`src/rtl/tlb_translate_unit.sv`:
```
// Virtual-to-physical translation front stage: fully-associative TLB tagged by
// VPN+ASID, single-level page-table walk on miss, and a windowed hit-rate counter.
//
// state  | meaning
// IDLE   | ready for a request
// LOOKUP | one-cycle associative compare against cached entries
// WALK   | page-table read outstanding, waiting for mem_ack
// RESP   | result presented until taken
module tlb_translate_unit #(
    parameter int ENTRIES     = 4,
    parameter int WINDOW_LOG2 = 8
) (
    input  logic       clk,
    input  logic       rst,
    input  logic       enable_virtual_memory,
    input  logic [7:0] page_table_base,
    input  logic [7:0] process_id,
    input  logic       flush,
    input  logic       req_valid,
    output logic       req_ready,
    input  logic [7:0] vaddr,
    input  logic       is_write,
    input  logic [1:0] privilege_level,
    output logic       resp_valid,
    input  logic       resp_ready,
    output logic [7:0] paddr,
    output logic       fault,
    output logic [1:0] fault_code,
    output logic       mem_req,
    output logic [7:0] mem_addr,
    input  logic [7:0] mem_rdata,
    input  logic       mem_ack,
    output logic [7:0] tlb_hit_rate
);

    localparam int IW = $clog2(ENTRIES);
    localparam int CW = WINDOW_LOG2 + 1;
    localparam logic [CW-1:0] WIN_LEN = {1'b1, {WINDOW_LOG2{1'b0}}};

    localparam logic [1:0] FC_NONE    = 2'b00;
    localparam logic [1:0] FC_NOTPRES = 2'b01;
    localparam logic [1:0] FC_PRIV    = 2'b10;
    localparam logic [1:0] FC_WPROT   = 2'b11;

    typedef enum logic [1:0] {S_IDLE, S_LOOKUP, S_WALK, S_RESP} state_t;

    state_t state, state_nx;

    logic [7:0]  req_va;
    logic        req_wr;
    logic        req_user;
    logic [7:0]  req_asid;
    logic [7:0]  mem_addr_q;
    logic [7:0]  paddr_q;
    logic        fault_q;
    logic [1:0]  code_q;

    logic [ENTRIES-1:0] ent_valid;
    logic [3:0]         ent_vpn  [ENTRIES];
    logic [7:0]         ent_asid [ENTRIES];
    logic [3:0]         ent_pfn  [ENTRIES];
    logic               ent_user [ENTRIES];
    logic               ent_wr   [ENTRIES];
    logic [IW-1:0]      rr_ptr;

    logic [CW-1:0] lookup_cnt;
    logic [CW-1:0] hit_cnt;
    logic [7:0]    hit_rate_q;

    logic          hit;
    logic [IW-1:0] hit_idx;
    logic          free_found;
    logic [IW-1:0] free_idx;
    logic [IW-1:0] fill_idx;
    logic          fill_en;
    logic [1:0]    lk_code;
    logic [1:0]    wk_code;
    logic          accept;

    function automatic logic [1:0] perm_code(input logic present, input logic user_ok,
                                             input logic writable, input logic usr,
                                             input logic wr);
        if (!present)
            return FC_NOTPRES;
        else if (usr && !user_ok)
            return FC_PRIV;
        else if (wr && !writable)
            return FC_WPROT;
        else
            return FC_NONE;
    endfunction

    assign req_ready    = (state == S_IDLE);
    assign resp_valid   = (state == S_RESP);
    assign mem_req      = (state == S_WALK);
    assign mem_addr     = mem_addr_q;
    assign paddr        = paddr_q;
    assign fault        = fault_q;
    assign fault_code   = code_q;
    assign tlb_hit_rate = hit_rate_q;
    assign accept       = req_valid && (state == S_IDLE);

    always_comb begin
        hit        = 1'b0;
        hit_idx    = '0;
        free_found = 1'b0;
        free_idx   = '0;
        for (int i = 0; i < ENTRIES; i++) begin
            if (!hit && ent_valid[i] && ent_vpn[i] == req_va[7:4] && ent_asid[i] == req_asid) begin
                hit     = 1'b1;
                hit_idx = IW'(i);
            end
            if (!free_found && !ent_valid[i]) begin
                free_found = 1'b1;
                free_idx   = IW'(i);
            end
        end
    end

    assign fill_idx = free_found ? free_idx : rr_ptr;
    assign fill_en  = (state == S_WALK) && mem_ack && mem_rdata[7] && !flush;
    assign lk_code  = perm_code(1'b1, ent_user[hit_idx], ent_wr[hit_idx], req_user, req_wr);
    assign wk_code  = perm_code(mem_rdata[7], mem_rdata[6], mem_rdata[5], req_user, req_wr);

    always_ff @(posedge clk or negedge rst) begin
        if (!rst)
            state <= S_IDLE;
        else
            state <= state_nx;
    end

    always_comb begin
        state_nx = state;
        case (state)
            S_IDLE:   if (req_valid) state_nx = enable_virtual_memory ? S_LOOKUP : S_RESP;
            S_LOOKUP: state_nx = hit ? S_RESP : S_WALK;
            S_WALK:   if (mem_ack) state_nx = S_RESP;
            S_RESP:   if (resp_ready) state_nx = S_IDLE;
            default:  state_nx = S_IDLE;
        endcase
    end

    // Request context is frozen at accept so later input changes cannot disturb it.
    always_ff @(posedge clk or negedge rst) begin
        if (!rst) begin
            req_va     <= '0;
            req_wr     <= 1'b0;
            req_user   <= 1'b0;
            req_asid   <= '0;
            mem_addr_q <= '0;
            paddr_q    <= '0;
            fault_q    <= 1'b0;
            code_q     <= FC_NONE;
        end else begin
            if (accept) begin
                req_va     <= vaddr;
                req_wr     <= is_write;
                req_user   <= (privilege_level != 2'b00);
                req_asid   <= process_id;
                mem_addr_q <= page_table_base + {4'b0000, vaddr[7:4]};
                if (!enable_virtual_memory) begin
                    paddr_q <= vaddr;
                    fault_q <= 1'b0;
                    code_q  <= FC_NONE;
                end
            end
            if (state == S_LOOKUP && hit) begin
                paddr_q <= (lk_code == FC_NONE) ? {ent_pfn[hit_idx], req_va[3:0]} : 8'h00;
                fault_q <= (lk_code != FC_NONE);
                code_q  <= lk_code;
            end
            if (state == S_WALK && mem_ack) begin
                paddr_q <= (wk_code == FC_NONE) ? {mem_rdata[3:0], req_va[3:0]} : 8'h00;
                fault_q <= (wk_code != FC_NONE);
                code_q  <= wk_code;
            end
        end
    end

    // Flush beats a coincident fill; the victim pointer only moves on an evicting fill.
    always_ff @(posedge clk or negedge rst) begin
        if (!rst) begin
            ent_valid <= '0;
            rr_ptr    <= '0;
            for (int i = 0; i < ENTRIES; i++) begin
                ent_vpn[i]  <= '0;
                ent_asid[i] <= '0;
                ent_pfn[i]  <= '0;
                ent_user[i] <= 1'b0;
                ent_wr[i]   <= 1'b0;
            end
        end else if (flush) begin
            ent_valid <= '0;
        end else if (fill_en) begin
            ent_valid[fill_idx] <= 1'b1;
            ent_vpn[fill_idx]   <= req_va[7:4];
            ent_asid[fill_idx]  <= req_asid;
            ent_pfn[fill_idx]   <= mem_rdata[3:0];
            ent_user[fill_idx]  <= mem_rdata[6];
            ent_wr[fill_idx]    <= mem_rdata[5];
            if (!free_found)
                rr_ptr <= rr_ptr + 1'b1;
        end
    end

    logic [CW-1:0] lookup_nx;
    logic [CW-1:0] hit_total;

    assign lookup_nx = lookup_cnt + 1'b1;
    assign hit_total = hit_cnt + CW'(hit);

    always_ff @(posedge clk or negedge rst) begin
        if (!rst) begin
            lookup_cnt <= '0;
            hit_cnt    <= '0;
            hit_rate_q <= '0;
        end else if (state == S_LOOKUP) begin
            if (lookup_nx == WIN_LEN) begin
                hit_rate_q <= (32'(hit_total) > 32'd255) ? 8'hFF : 8'(hit_total);
                lookup_cnt <= '0;
                hit_cnt    <= '0;
            end else begin
                lookup_cnt <= lookup_nx;
                hit_cnt    <= hit_total;
            end
        end
    end

endmodule

```
`config.mk`:
```
export PLATFORM = sky130hd
export DESIGN_NAME = tlb_translate_unit
export DESIGN_NICKNAME = d
export VERILOG_FILES = /design/src/rtl/tlb_translate_unit.sv
export SDC_FILE = /design/constraint.sdc
export NUM_CORES = 1
export LEC_CHECK = 0
export ABC_AREA = 1
export CAP_MARGIN = 20
export CORE_ASPECT_RATIO = 0.75
export CORE_UTILIZATION = 64
export DETAILED_ROUTE_END_ITERATION = 6
export DONT_BUFFER_PORTS = 1
export PLACE_DENSITY = 0.79
export SYNTH_ARGS = -nofsm -noshare
export SYNTH_HDL_FRONTEND = slang
export SYNTH_SLANG_ARGS = --single-unit
```
`constraint.sdc`:
```
create_clock -name clk -period 3.4 [get_ports clk]
set_input_delay 0.17 -clock clk [delete_from_list [all_inputs] [get_ports clk]]
set_output_delay 0.17 -clock clk [all_outputs]
set_load 0.03 [all_outputs]
```
* After elaboration in Yosys (flattened, before gate mapping)
Index checks and enable logic that the tools add are counted.
** Operators by class
- $add $sub $neg :: 4
- Magnitude comparators :: 6
- Equality and inequality tests :: 16
- Muxes and demuxes :: 67
- Bitwise operators :: 5
- Reduce and logical (&&, ||, !) cells :: 51
** Operator list (number)
- 8-bit two-way mux :: 8
- 2-bit two-way mux :: 18
- 16-bit bitwise mux :: 2
- 32-bit bitwise mux :: 1
- 8-bit equality test :: 4
- 1-bit logical AND :: 25
- 1-bit two-way mux :: 21
- 4-bit two-way mux :: 5
- 9-bit two-way mux :: 2
- 8-bit demux with 2-bit select :: 1
- 4-bit equality test :: 4
- 1-bit logical NOT :: 13
- 9-bit by 1-bit adder with 9-bit output :: 1
- 9-bit by 1-bit adder with 9-bit output, second input constant :: 1
- 9-bit equality test, second input constant :: 1
- 9-bit by 8-bit greater-than comparator with 1-bit output, second input constant :: 1
- 8-bit by 4-bit adder with 8-bit output :: 1
- 4-bit binary-select mux with 2-bit select :: 1
- 4-bit bitwise mux :: 2
- 4-bit demux with 2-bit select :: 1
- 2-bit case mux with 4 select lines :: 1
- 2-bit nonzero test :: 4
- 3-bit greater-or-equal comparator, second input constant :: 2
- 2-bit logical NOT :: 3
- 17 further kinds :: 26
** Storage, ports and cells
- Flip-flop bits (word level) :: 143
- Input bits :: 42
- Logic and storage cells :: 183

* Depth between registers and ports, before layout
Gate-level depths: netlist (run 1).
- Depth after elaboration :: 31
- Gate-level depth with buffers :: 21

* Worst setup path before layout (run 1)
Ideal clock, no wire load.
- Path kind :: register to register
- Start :: register req_asid[0]
- End :: register hit_rate_q[0] (netlist: tlb_hit_rate[0])
- Library setup time :: 0.121 ns
- Arrival :: 2.431 ns
- Path slack :: 0.848 ns
- Cell stages (with the launch flop) :: 20
- Buffers on the path :: 1
- Clock period less this slack :: 2.552 ns
- Cells stage by stage :: dfrtp_1 clkbuf_2 xnor2_1 nand2_1 nor2_1 nand2_1 nor2_2 inv_1 nand2_2 inv_2 nand2_4 ha_1 ha_1 nand3_1 nor2_1 nand4_1 xor2_1 inv_1 nor2_1 a21oi_1
** On the way
- Word-level cells in the longest chain between the ends :: 21
- Elaborated cells between the ends (all ways) :: 24
- Those cells by class :: 1 x add/sub; 1 x order compare; 4 x eq/ne; 5 x mux; 13 x reduce/logical
** Ends and longest elaborated chain
- start, declared :: line 52 : logic [7:0] req_asid;
- start signal, assigned :: line 159 : req_asid <= process_id;
- 8-bit equality test :: line 109 : if (!hit && ent_valid[i] && ent_vpn[i] == req_va[7:4] && ent_asid[i] == req_asid) begin
- 1-bit logical AND :: line 109
- 1-bit two-way mux :: line 109
- 1-bit logical NOT :: line 109
- 1-bit logical AND (3 in series) :: line 109
- 1-bit two-way mux :: line 109
- 1-bit logical NOT :: line 109
- 1-bit logical AND (3 in series) :: line 109
- 1-bit two-way mux :: line 109
- 1-bit logical NOT :: line 109
- 1-bit logical AND (3 in series) :: line 109
- 1-bit two-way mux * :: line 109
- 9-bit by 1-bit adder with 9-bit output * :: line 210 : assign hit_total = hit_cnt + CW'(hit);
- 9-bit by 8-bit greater-than comparator with 1-bit output :: line 219 : hit_rate_q <= (32'(hit_total) > 32'd255) ? 8'hFF : 8'(hit_total);
- 8-bit two-way mux * :: line 219
- end signal, assigned :: line 219
- end, declared :: line 68 : logic [7:0] hit_rate_q;
Mark *: on every way between the ends. The rest lies on a longest branch, timed or not.
A chain may end at the register's enable or synchronous reset.

* Final worst setup path (run 1)
- Start :: register req_asid[4]
- End :: register hit_cnt[8]
** On the way
- Word-level cells in the longest chain between the ends :: 20
- Elaborated cells between the ends (all ways) :: 23
- Those cells by class :: 1 x add/sub; 4 x eq/ne; 5 x mux; 13 x reduce/logical
** Ends and longest elaborated chain
- 8-bit equality test :: line 109
- 1-bit logical AND :: line 109
- 1-bit two-way mux :: line 109
- 1-bit logical NOT :: line 109
- 1-bit logical AND (3 in series) :: line 109
- 1-bit two-way mux :: line 109
- 1-bit logical NOT :: line 109
- 1-bit logical AND (3 in series) :: line 109
- 1-bit two-way mux :: line 109
- 1-bit logical NOT :: line 109
- 1-bit logical AND (3 in series) :: line 109
- 1-bit two-way mux * :: line 109
- 9-bit by 1-bit adder with 9-bit output * :: line 210
- 9-bit two-way mux * :: line 218 : if (lookup_nx == WIN_LEN) begin
- end signal, assigned :: line 224 : hit_cnt <= hit_total;
- end, declared :: line 67 : logic [CW-1:0] hit_cnt;
Marked as above.

==> reports/metrics.yaml, run 1 <==
global_routing:
  antenna_found_initial: 0
  grt_pass1_vias: 6112
  grt_remaining_overflow: 0
  global_route.usage.total_pct: 32.3
  grt_max_degree: 144
  grt_pass1_wl_mm: 29.2
cells_and_area:
  antenna_cells: 0
  ff_latch_area_sq_um: 3580
  finish.net_count: 986
  multi_input_area_sq_um: 3110
  most-common-layout-cells: "sky130_fd_sc_hd__nand2_1 (241), sky130_fd_sc_hd__dfrtp_1 (143), sky130_fd_sc_hd__o21ai_0 (118), sky130_fd_sc_hd__inv_1 (95), sky130_fd_sc_hd__nor2_1 (75)"
  layout_commonest_cell: "sky130_fd_sc_hd__nand2_1"
  area_growth_syn_to_layout_pct: 13.5
  layout-drive-gt1-share_pct: 9.10
  fill_cells: 774
  final_core_util_pct: 74.7
worst_setup_path:
  worst_setup_path_startpoint: "req_asid[4]"
  crit_path_end_kind: "register"
  sequence_of_cells_on_the_critical_path: "inv_2 > o21ai_0 > nor2_1 > nand2_1 > nor2_1 > nand2_2 > nand2_2 > inv_2 > nand2_4 > ha_1 > ha_1 > nand3_1 > nor2_1 > nand4_1 > xor2_1 > buf_4 > o31ai_1"
  crit_type: "reg -> reg"
  regToRegSetupSlack_ns: 0.35
  crit_top_cell: "sky130_fd_sc_hd__nor2_1"
  startpoint_class: "register"
  worst-path-max-fanout: 14
  cp_slowest_stage_delay_ns: 0.42
  cp_data_arrival_time_ns: 3.37
  critical_path_required_ns: 3.72
  setup.worst_path.end: "hit_cnt[8]"
  worst_path_max_delay_cell: "sky130_fd_sc_hd__dfrtp_1"
  critical_path.reg2reg.endpoint: "hit_cnt[8]"
  r2r_start: "req_asid[4]"
  r2r.worst_path.cells: 17
timing:
  fin_tns_setup_ns: 0
  setup_repair_after_global_routing_missed_its_margin: "false"
  final.setup_skew_ns: 0.0103
  final.period_utilization_pct: 89.6
  final-hold-violation-count: 143
  finalWorstPathRequiredPeriod_ns: 3.05
  achievable-frequency_ghz: 0.328
  final-max-slew-violation-count: 0
  setup_ws_ns: 0.354
  finalSetupViolations: 0
  timing_worst_slew_pin_value_ns: 0.664
  slew_headroom_pct: 55.7
  worst_hold_slack_ns: -0.561
synth:
  synth_nets: 957
  synthFlopType: "sky130_fd_sc_hd__dfrtp_1"
  postSynthAreaPerCell_sq_um: 8.01
  synth_sequential_area_ratio_pct: 49.5
  synth.ff_latch_count: 143
  ffs_w_async_s_r_synth_pct: 100
  synth_enable_flop_cells: 0
  count_of_yosys_warnings_during_synthesis: 0
  synth_cell_types: 40
  syn-cell-area_sq_um: 7230
  netlist_instances: 903
floorplanning:
  site_rows: 33
  io_pins: 72
  initial_core_util_pct: 65.8
  die-width_um: 125
  dieArea_sq_um: 11700
  core_area_sq_um: 11000
  floorplan.die.height_um: 94.1
clock_tree:
  clkTransAtPathRegs_ns: 0.07
  tritoncts: "yes"
  cts.htree.levels: 4
  cts_buffers: 17
  clkSinkCount: 143
  clockBufferDepth: 2
  postCtsSetupRepairBufs: 0
  clock_insertion_delay_worst_skew_ns: 0.42
  cts_hold_repair.buffers: 28
  ctsResizeCount: 0
  clk_root_buffer_cell: "sky130_fd_sc_hd__clkbuf_16"
placement:
  hpwl_mm: 11.9
  gp_congestion: 0.886
  dpl_worst_slack_ns: 0.439
  io_buffers: 0
min_path:
  min-delay-path-class: "in -> async"
route:
  route.detailed.vias_per_inst: 5.75
  routed_wirelength_mm: 17.8
  firstDrtPassIters: 7
  dr.first_iter.drc_count: 672
  dr_total_vias: 6242
  drc_errors: 0
  detail_route.wl_per_cell_um: 16.4
  detail-route-antenna-nets: 0
power:
  power-per-cell-area_nw_per_um2: 761
  vdd.ir_drop.worst_uv: 491
  power.static_leakage_nw: 3.87
outcome:
  failed_checks: "hold timing"
  status: "complete, but fails checks"
run:
  maxCapViolations: 0
==> final cells by class <==
cell class | instances | area share [%]
Clock buffer | 17 | 5.18
Clock inverter | 15 | 1.83
Inverter | 111 | 5.08
Multi-Input combinational cell | 621 | 37.8
Sequential cell | 143 | 43.6
Tap cell | 140 | 2.13
Timing Repair Buffer | 38 | 4.33
==> report_power, final <==
part           internal, mW  switching [mW]
combinational         0.599            1.10
sequential             2.11           0.611
clock                  1.03           0.799
total                  3.74            2.51
==> cells in the mapped netlist, types with 2 or more instances <==
library cell                 n  area share, %
sky130_fd_sc_hd__nand2_1   241             13
sky130_fd_sc_hd__dfrtp_1   143             49
sky130_fd_sc_hd__o21ai_0   118            8.2
sky130_fd_sc_hd__inv_1      95            4.9
sky130_fd_sc_hd__nor2_1     75            3.9
sky130_fd_sc_hd__nand3_1    39            2.7
sky130_fd_sc_hd__a21oi_1    25            1.7
sky130_fd_sc_hd__clkbuf_1   20            1.0
sky130_fd_sc_hd__xor2_1     20            2.4
sky130_fd_sc_hd__inv_2      16           0.83
sky130_fd_sc_hd__nand2_2    13            1.1
sky130_fd_sc_hd__ha_1       11            1.9
sky130_fd_sc_hd__xnor2_1    10            1.2
sky130_fd_sc_hd__nand3b_1    9           0.93
sky130_fd_sc_hd__o21ai_1     8           0.55
sky130_fd_sc_hd__o22ai_1     7           0.61
sky130_fd_sc_hd__o31ai_1     7           0.73
sky130_fd_sc_hd__a31oi_1     6           0.52
sky130_fd_sc_hd__nor3_1      6           0.42
sky130_fd_sc_hd__nand4_1     4           0.35
sky130_fd_sc_hd__nand2_4     3           0.47
sky130_fd_sc_hd__a21oi_2     2           0.24
sky130_fd_sc_hd__buf_2       2           0.14
sky130_fd_sc_hd__buf_4       2           0.21
sky130_fd_sc_hd__buf_6       2           0.31
sky130_fd_sc_hd__nand3_2     2           0.28
sky130_fd_sc_hd__nor2_2      2           0.17
sky130_fd_sc_hd__nor2_4      2           0.31
sky130_fd_sc_hd__o211ai_1    2           0.21
==> metrics by stage <==
stage / cells / hold WS, ns / cell area [sq um] / power (mW)
4_1_cts: 1085 / -0.567 / 8210 / 6.21
3_3_place_gp: 1025 / -0.119 / 7350 / 4.27
2_1_floorplan: 903 / -0.126 / 7230 / 3.92
5_1_grt: 1085 / -0.575 / 8210 / 6.60
3_5_place_dp: 1025 / -0.121 / 7350 / 4.36
6_report: 1085 / -0.561 / 8210 / 6.25
==> layer usage <==
metal / global-route usage, % / part of all wire [%] / vias up
met5: 0 / 0 / -
met4: 10.2 / 1.2 / 0
met3: 9.68 / 9.1 / 28
met2: 51.5 / 46 / 276
met1: 42.9 / 44 / 2989
li1: - / - / 2949
==> worst min-delay path by stage <==
| stage | start | endpoint | slack [ns] | depth (start not counted) |
|---|---|---|---|---|
| after detailed placement | rst | ent_asid[9] | -0.12 | 0 |
| final | rst | ent_asid[10] | -0.56 | 0 |
| after global placement | rst | ent_asid[1] | -0.12 | 0 |
| after floorplan | rst | ent_asid[0] | -0.13 | 0 |
| after CTS | rst | ent_asid[9] | -0.57 | 0 |
| after global routing | rst | ent_asid[9] | -0.58 | 0 |
==> state kept, by name, summed over array words and instances (netlist names), 2 cells and up <==
| name | flops |
|---|---|
| ent_valid | 4 |
| fault_code | 2 |
| lookup_cnt | 9 |
| req_asid | 8 |
| state | 2 |
| paddr | 8 |
| ent_pfn | 16 |
| ent_asid | 32 |
| req_va | 8 |
| rr_ptr | 2 |
| ent_vpn | 16 |
| hit_cnt | 9 |
| tlb_hit_rate | 8 |
| mem_addr | 8 |
| ent_wr | 4 |
| ent_user | 4 |
==> kinds of logic after synthesis <==
kind of cell / share of synthesized area (%)
fa+ha+maj: 2.18
xor+xnor: 3.63
flops: 49.5
simple gates: 23.9
compound gates: 13.2
buf+inv: 7.58
==> worst max-delay path: cells and delay by family, from the launching register on <==
kind | cells | cell delay (ns)
adders and majority gates | 2 | 0.40
xor gates and xnor gates | 1 | 0.18
and+or+nand+nor | 9 | 1.18
AOI/OAI and AO/OA | 2 | 0.38
buffers and inverters | 3 | 0.40
DFF | 1 | 0.42
(Power assumes the default switching activity.)
==> run 2, diff against run 1 <==
Settings changed: ABC_AREA 1 to 0, HOLD_SLACK_MARGIN set to 0.12.
==> reports/metrics.yaml, run 2 <==
route:
  firstDrtPassIters: 5  # -2
  detail-route-antenna-nets: 0  # unchanged
  met3_length_mm: 1.04  # -36%
  dr.max_layer_used: "met4"
  route.detailed.vias_per_inst: 6.20  # +7.9%
  detail_route.wl_per_cell_um: 19.6  # +20%
  met2WireLength_mm: 7.22  # -12%
  drc_errors: 0  # unchanged
  dr.first_iter.drc_count: 429  # -36%
  m1WireLength_mm: 6.98  # -10%
  routed_wirelength_mm: 15.4  # -13%
  dr_total_vias: 4877  # -22%
timing:
  slew_headroom_pct: 53.0  # -2.7 points
  worst_hold_slack_ns: -0.553  # +0.00719 ns
  finalWorstPathRequiredPeriod_ns: 3.16  # +0.115 ns
  setup_repair_after_global_routing_missed_its_margin: "false"
  final.period_utilization_pct: 93.0  # +3.4 points
  finalSetupViolations: 0  # unchanged
  achievable-frequency_ghz: 0.316  # -3.6%
  final-hold-violation-count: 143  # unchanged
  setup_ws_ns: 0.238  # -0.115 ns
  timing_worst_slew_pin_value_ns: 0.703  # +0.0389 ns
  fin_tns_setup_ns: 0  # unchanged
  final-max-slew-violation-count: 0  # unchanged
  final.setup_skew_ns: 0.00665  # -0.00366 ns
worst_setup_path:
  crit_path_end_kind: "register"
  critical_path_required_ns: 3.71  # about the same
  cp_data_arrival_time_ns: 3.47  # +0.10 ns
  startpoint_class: "register"
  critical_path.reg2reg.endpoint: "fault_code[0]"
  worst-path-max-fanout: 10  # -4
  r2r.worst_path.cells: 10  # -7
  regToRegSetupSlack_ns: 0.24  # -0.12 ns
  crit_type: "reg -> reg"
  r2r_start: "req_va[4]"
cells_and_area:
  fill_cells: 620  # -20%
  stdcell_area_sq_um: 8180  # -0.27%
  layout-drive-gt1-share_pct: 22.9  # +14 points
  final_core_util_pct: 77.7  # +3.0 points
  top_regs: "ent_asid: 32 flops, ent_pfn: 16 flops, ent_vpn: 16 flops"
  finish.net_count: 692  # -30%
  largest_register_ffs: 32  # unchanged
  most-common-layout-cells: "sky130_fd_sc_hd__dfrtp_1 (143), sky130_fd_sc_hd__mux2_2 (93), sky130_fd_sc_hd__xnor2_1 (63), sky130_fd_sc_hd__nand2_1 (49), sky130_fd_sc_hd__dlygate4sd3_1 (37)"
  instances_no_fill: 786  # -28%
  antenna_cells: 0  # unchanged
  regMostFlops: "ent_asid"
  layout_commonest_cell: "sky130_fd_sc_hd__dfrtp_1"
  area_growth_syn_to_layout_pct: 15.5
synth:
  post-synth-top-area-cell: "sky130_fd_sc_hd__dfrtp_1"
  synth_top_cells_by_count: "sky130_fd_sc_hd__dfrtp_1 (143), sky130_fd_sc_hd__mux2_2 (93), sky130_fd_sc_hd__xnor2_1 (63)"
  synth.ff_latch_count: 143  # unchanged
  synth_cell_types: 58  # +45%
  synth_enable_flop_cells: 0  # unchanged
  postSynthAreaPerCell_sq_um: 11.9  # +49%
  syn-cell-area_sq_um: 7080  # -2.0%
  synth_nets: 649  # -32%
  synth_sequential_area_ratio_pct: 50.5  # +1.0 points
  synthFlopType: "sky130_fd_sc_hd__dfrtp_1"
  count_of_yosys_warnings_during_synthesis: 0  # unchanged
  synthDominantCellAreaShare_pct: 50.5  # +1.0 points
  netlist_instances: 595  # -34%
  synth.top_cells.by_area: "sky130_fd_sc_hd__dfrtp_1 (51%), sky130_fd_sc_hd__mux2_2 (15%), sky130_fd_sc_hd__xnor2_1 (7.8%), sky130_fd_sc_hd__nand2_1 (2.6%), sky130_fd_sc_hd__o21ai_0 (2.0%)"
  ffs_w_async_s_r_synth_pct: 100  # unchanged
  yosysMostFrequentCell: "sky130_fd_sc_hd__dfrtp_1"
power:
  power.static_leakage_nw: 3.68  # -4.8%
  vdd.ir_drop.worst_uv: 464  # -5.6%
  total_power_mw: 6.32  # +1.1%
  power-per-cell-area_nw_per_um2: 772  # +1.4%
global_routing:
  grt_pass1_wl_mm: 25.2  # -14%
  grt_pass1_vias: 4909  # -20%
  grt_max_degree: 144  # unchanged
  global_route.usage.total_pct: 29.5  # -2.8 points
  grt_remaining_overflow: 0  # unchanged
  antenna_found_initial: 1  # +1
placement:
  gp_congestion: 0.865  # -2.4%
  dpl_worst_slack_ns: 0.301  # -0.138 ns
  placed_area_sq_um: 7190  # -2.2%
  io_buffers: 0  # unchanged
  hpwl_mm: 10.0  # -16%
  numPlacedInstances: 718  # -30%
clock_tree:
  clk_root_buffer_cell: "sky130_fd_sc_hd__clkbuf_16"
  clkTransAtPathRegs_ns: 0.06  # about the same
  cts.htree.levels: 4  # unchanged
  tritoncts: "yes"
  clock_insertion_delay_worst_skew_ns: 0.42  # about the same
  cts_buffers: 17  # unchanged
  clockBufferDepth: 2  # unchanged
  cts_hold_repair.buffers: 37  # +32%
  postCtsSetupRepairBufs: 0  # unchanged
  clkSinkCount: 143  # unchanged
floorplanning:
  floorplan.die.height_um: 93.1  # -1.0%
  dieArea_sq_um: 11500  # -2.0%
  die-width_um: 123  # -1.0%
  initial_core_util_pct: 67.3  # +1.4 points
  core_area_sq_um: 10500  # -4.1%
  site_rows: 32  # -3.0%
  io_pins: 72  # unchanged
outcome:
  status: "complete, but fails checks"
  failed_checks: "hold timing"
run:
  maxCapViolations: 0  # unchanged
min_path:
  min-delay-path-class: "in -> async"
==> run 2: cell count changes in the layout (fill, tap and decap cells not counted), sizes merged, moves of 8 or more <==
cell | previous run | this run
mux2 | 0 | 93
xor2 | 20 | 8
xnor2 | 10 | 63
nand2 | 257 | 50
nand4 | 4 | 13
nand3 | 41 | 17
dlygate4sd3 | 28 | 37
a21oi | 27 | 5
nor2 | 80 | 20
o21ai | 126 | 31
and3 | 0 | 8
inv | 118 | 16
==> run 2: worst max path at each step <==
stage,to,slack (ns),startpoint
3_3_place_gp,tlb_hit_rate[2],0.36,req_va[7]
5_1_grt,fault_code[0],0.05,req_asid[4]
2_1_floorplan,tlb_hit_rate[2],0.48,req_va[4]
3_5_place_dp,tlb_hit_rate[5],0.30,req_asid[4]
4_1_cts,fault_code[0],0.07,req_va[6]
6_report,fault_code[0],0.24,req_va[4]
==> run 2: cell type report <==
cell class	instances	area (sq um)	area share (%)
well taps	136	170	2.08
clock buffers	19	453	5.53
multi-input cells	409	3270	39.9
clock inverters	12	166	2.03
repair buffers	51	488	5.96
inverters	16	60.1	0.734
flip-flops and latches	143	3580	43.7
==> run 2: cell families (layout without fill, tap and decap cells) <==
logic type,count (synthesis),in the layout,synth area share (%)
compound gates,88,88,8.71
xor+xnor,71,71,8.78
fa+ha+maj,12,12,2.23
buf+inv,43,98,3.46
flops,143,143,50.5
mux,97,97,16.3
simple gates,141,141,10.0
==> run 2: per-layer routing <==
layer / vias up / global-route usage, %
li1: 2210 / -
met1: 2479 / 41.0
met2: 164 / 46.1
met3: 24 / 7.38
met4: 0 / 8.43
met5: - / 0
==> run 2: where the power goes <==
group	switching, mW	internal (mW)	leakage (nW)
Combinational	0.724	0.845	1.49
Clock	0.685	1.25	0.308
Sequential	0.702	2.11	1.89
==> run 2: critical path, cell delays in order (launching register included) <==
cell                            delay, ns
sky130_fd_sc_hd__dfrtp_1             0.50
sky130_fd_sc_hd__xnor2_1             0.32
sky130_fd_sc_hd__nand4_1             0.18
sky130_fd_sc_hd__or4_1               0.58
sky130_fd_sc_hd__nand4_1             0.17
sky130_fd_sc_hd__buf_4               0.15
sky130_fd_sc_hd__a21boi_2            0.14
sky130_fd_sc_hd__and2_1              0.22
sky130_fd_sc_hd__a32oi_1             0.15
sky130_fd_sc_hd__dlygate4sd3_1       0.57
sky130_fd_sc_hd__nand2_1             0.05
==> run 2: timing repair <==
action,in CTS,in global routing
resized for setup,0,2
endpoints found under the setup margin,0,4
hold endpoints to repair,207,143
==> run 3, diff against run 2 <==
Settings changed: CORE_ASPECT_RATIO 0.75 to 1.5.
==> reports/metrics.yaml, run 3 (same netlist as run 2, synthesis figures left out) <==
cells_and_area:
  area_growth_syn_to_layout_pct: 15.5  # unchanged
  final_core_util_pct: 76.9  # -0.86 points
  fill_cells: 685  # +10%
  ff_latch_area_sq_um: 3580  # about the same
  most-common-layout-cells: "sky130_fd_sc_hd__dfrtp_1 (141), sky130_fd_sc_hd__mux2_2 (93), sky130_fd_sc_hd__xnor2_1 (63), sky130_fd_sc_hd__nand2_1 (49), sky130_fd_sc_hd__dlygate4sd3_1 (37)"
  antenna_cells: 0  # unchanged
  regMostFlops: "ent_asid"
  layout_commonest_cell: "sky130_fd_sc_hd__dfrtp_1"
  stdcell_area_sq_um: 8180  # unchanged
  finish.net_count: 692  # unchanged
  multi_input_area_sq_um: 3260  # -0.11%
  layout-drive-gt1-share_pct: 23.2  # +0.27 points
  largest_register_ffs: 32  # unchanged
  top_regs: "ent_asid: 32 flops, ent_pfn: 16 flops, ent_vpn: 16 flops"
route:
  met3_length_um: 674  # -35%
  detail-route-antenna-nets: 0  # unchanged
  firstDrtPassIters: 4  # -1
  dr.max_layer_used: "met4"
  m1WireLength_mm: 5.60  # -20%
  met2WireLength_mm: 8.45  # +17%
  dr.first_iter.drc_count: 209  # -51%
  dr_total_vias: 4822  # -1.1%
  detail_route.wl_per_cell_um: 19.4  # -1.3%
  drc_errors: 0  # unchanged
  route.detailed.vias_per_inst: 6.07  # -2.2%
  routed_wirelength_mm: 15.4  # -0.20%
floorplanning:
  initial_core_util_pct: 66.5  # -0.74 points
  die-width_um: 87.9  # -29%
  core_area_sq_um: 10600  # +1.1%
  site_rows: 46  # +44%
  io_pins: 72  # unchanged
  dieArea_sq_um: 11500  # about the same
  floorplan.die.height_um: 131  # +41%
timing:
  final.period_utilization_pct: 92.7  # -0.31 points
  finalSetupViolations: 0  # unchanged
  finalWorstPathRequiredPeriod_ns: 3.15  # -0.0104 ns
  final-hold-violation-count: 143  # unchanged
  timing_worst_slew_pin_value_ns: 0.691  # -0.0120 ns
  worst_hold_slack_ns: -0.567  # -0.0137 ns
  final.setup_skew_ns: 0.0116  # +0.00497 ns
  setup_ws_ns: 0.249  # +0.0104 ns
  fin_tns_setup_ns: 0  # unchanged
  final-max-slew-violation-count: 0  # unchanged
  setup_repair_after_global_routing_missed_its_margin: "false"
  slew_headroom_pct: 53.8  # +0.80 points
  achievable-frequency_ghz: 0.317  # +0.33%
worst_setup_path:
  regToRegSetupSlack_ns: 0.25  # about the same
  critical_path.reg2reg.endpoint: "tlb_hit_rate[6]"
  r2r_start: "req_va[7]"
  startpoint_class: "register"
  critical_path_required_ns: 3.73  # +0.02 ns
  cp_data_arrival_time_ns: 3.48  # about the same
  worst-path-max-fanout: 9  # -1
  r2r.worst_path.cells: 11  # +1
  crit_type: "reg -> reg"
  crit_path_end_kind: "register"
placement:
  dpl_worst_slack_ns: 0.236  # -0.0652 ns
  io_buffers: 0  # unchanged
  gp_congestion: 0.823  # -4.8%
  hpwl_mm: 10.4  # +3.3%
  placed_area_sq_um: 7200  # +0.14%
global_routing:
  antenna_found_initial: 0  # -1
  grt_max_degree: 144  # unchanged
  global_route.usage.total_pct: 29.1  # -0.40 points
  grt_pass1_vias: 5114  # +4.2%
  grt_remaining_overflow: 0  # unchanged
  grt_pass1_wl_mm: 24.7  # -2.0%
power:
  power.static_leakage_nw: 3.66  # -0.62%
  vdd.ir_drop.worst_uv: 578  # +25%
  power-per-cell-area_nw_per_um2: 767  # -0.61%
outcome:
  status: "complete, but fails checks"
  failed_checks: "hold timing"
clock_tree:
  tritoncts: "yes"
  clockBufferDepth: 2  # unchanged
  clkTransAtPathRegs_ns: 0.06  # about the same
  clock_insertion_delay_worst_skew_ns: 0.43  # about the same
  cts_buffers: 17  # unchanged
  cts.htree.levels: 4  # unchanged
  cts_hold_repair.buffers: 37  # unchanged
  clk_root_buffer_cell: "sky130_fd_sc_hd__clkbuf_16"
  clkSinkCount: 143  # unchanged
run:
  maxCapViolations: 0  # unchanged
min_path:
  min-delay-path-class: "in -> async"
[run 3: changes by cell type in the layout (fill, tap and decap cells not counted), sizes merged]
cell	delta
inv	+4
clkinv	-3
clkinvlp	+3
clkbuf	-2
bufinv	-1
[run 3: critical path, stage by stage (launching register included)]
cell and delay (ns):
sky130_fd_sc_hd__dfrtp_1 0.49, sky130_fd_sc_hd__xnor2_1 0.25, sky130_fd_sc_hd__nand4_1 0.21, sky130_fd_sc_hd__or4_4 0.58, sky130_fd_sc_hd__nand4_1 0.21, sky130_fd_sc_hd__ha_1 0.25
sky130_fd_sc_hd__ha_1 0.18, sky130_fd_sc_hd__and3_1 0.23, sky130_fd_sc_hd__nand3_1 0.15, sky130_fd_sc_hd__xnor2_1 0.15, sky130_fd_sc_hd__buf_4 0.15, sky130_fd_sc_hd__a31oi_1 0.18
[run 3: what timing repair did]
action | 4_1_cts | 5_1_grt
buffers inserted | 0 | 0
endpoints found under the setup margin | 0 | 9
gates resized for setup | 0 | 3
endpoints found under the hold margin | 208 | 143
[run 3: cell type report]
class                   instances  share of cell area (%)
clock inverters                15                    2.26
multi-input cells             409                    39.9
repair buffers                 51                    5.96
flip-flops and latches        143                    43.8
inverters                      16                   0.734
well taps                     144                    2.20
clock buffers                  17                    5.20
[run 3: worst max-delay path by stage]
stage | start | endpoint | depth (start not counted)
after floorplan | req_va[4] | tlb_hit_rate[2] | 12
after global placement | req_va[6] | tlb_hit_rate[2] | 11
after detailed placement | req_va[5] | tlb_hit_rate[0] | 11
after CTS | req_va[5] | tlb_hit_rate[6] | 11
after global routing | req_va[7] | tlb_hit_rate[0] | 11
final | req_va[7] | tlb_hit_rate[6] | 11
[run 3: stage by stage]
| step | instances | power, mW | hold slack, ns |
|---|---|---|---|
| CTS | 795 | 6.29 | -0.569 |
| floorplan | 595 | 4.06 | -0.126 |
| global placement | 726 | 4.20 | -0.123 |
| global route | 795 | 6.58 | -0.574 |
| detailed placement | 726 | 4.31 | -0.122 |
| finish | 795 | 6.28 | -0.567 |
[run 3: power breakdown]
| part | total, mW | switching [mW] | internal [mW] |
|---|---|---|---|
| Sequential | 2.81 | 0.705 | 2.11 |
| Combinational | 1.55 | 0.711 | 0.844 |
| Clock | 1.91 | 0.748 | 1.16 |
| Total | 6.28 | 2.16 | 4.12 |
[run 3: per-layer routing]
layer,vias to the layer above,track usage (%)
li1,2206,-
met2,138,53.7
met3,47,6.28
met1,2431,29.7
met5,-,0
met4,0,17.1
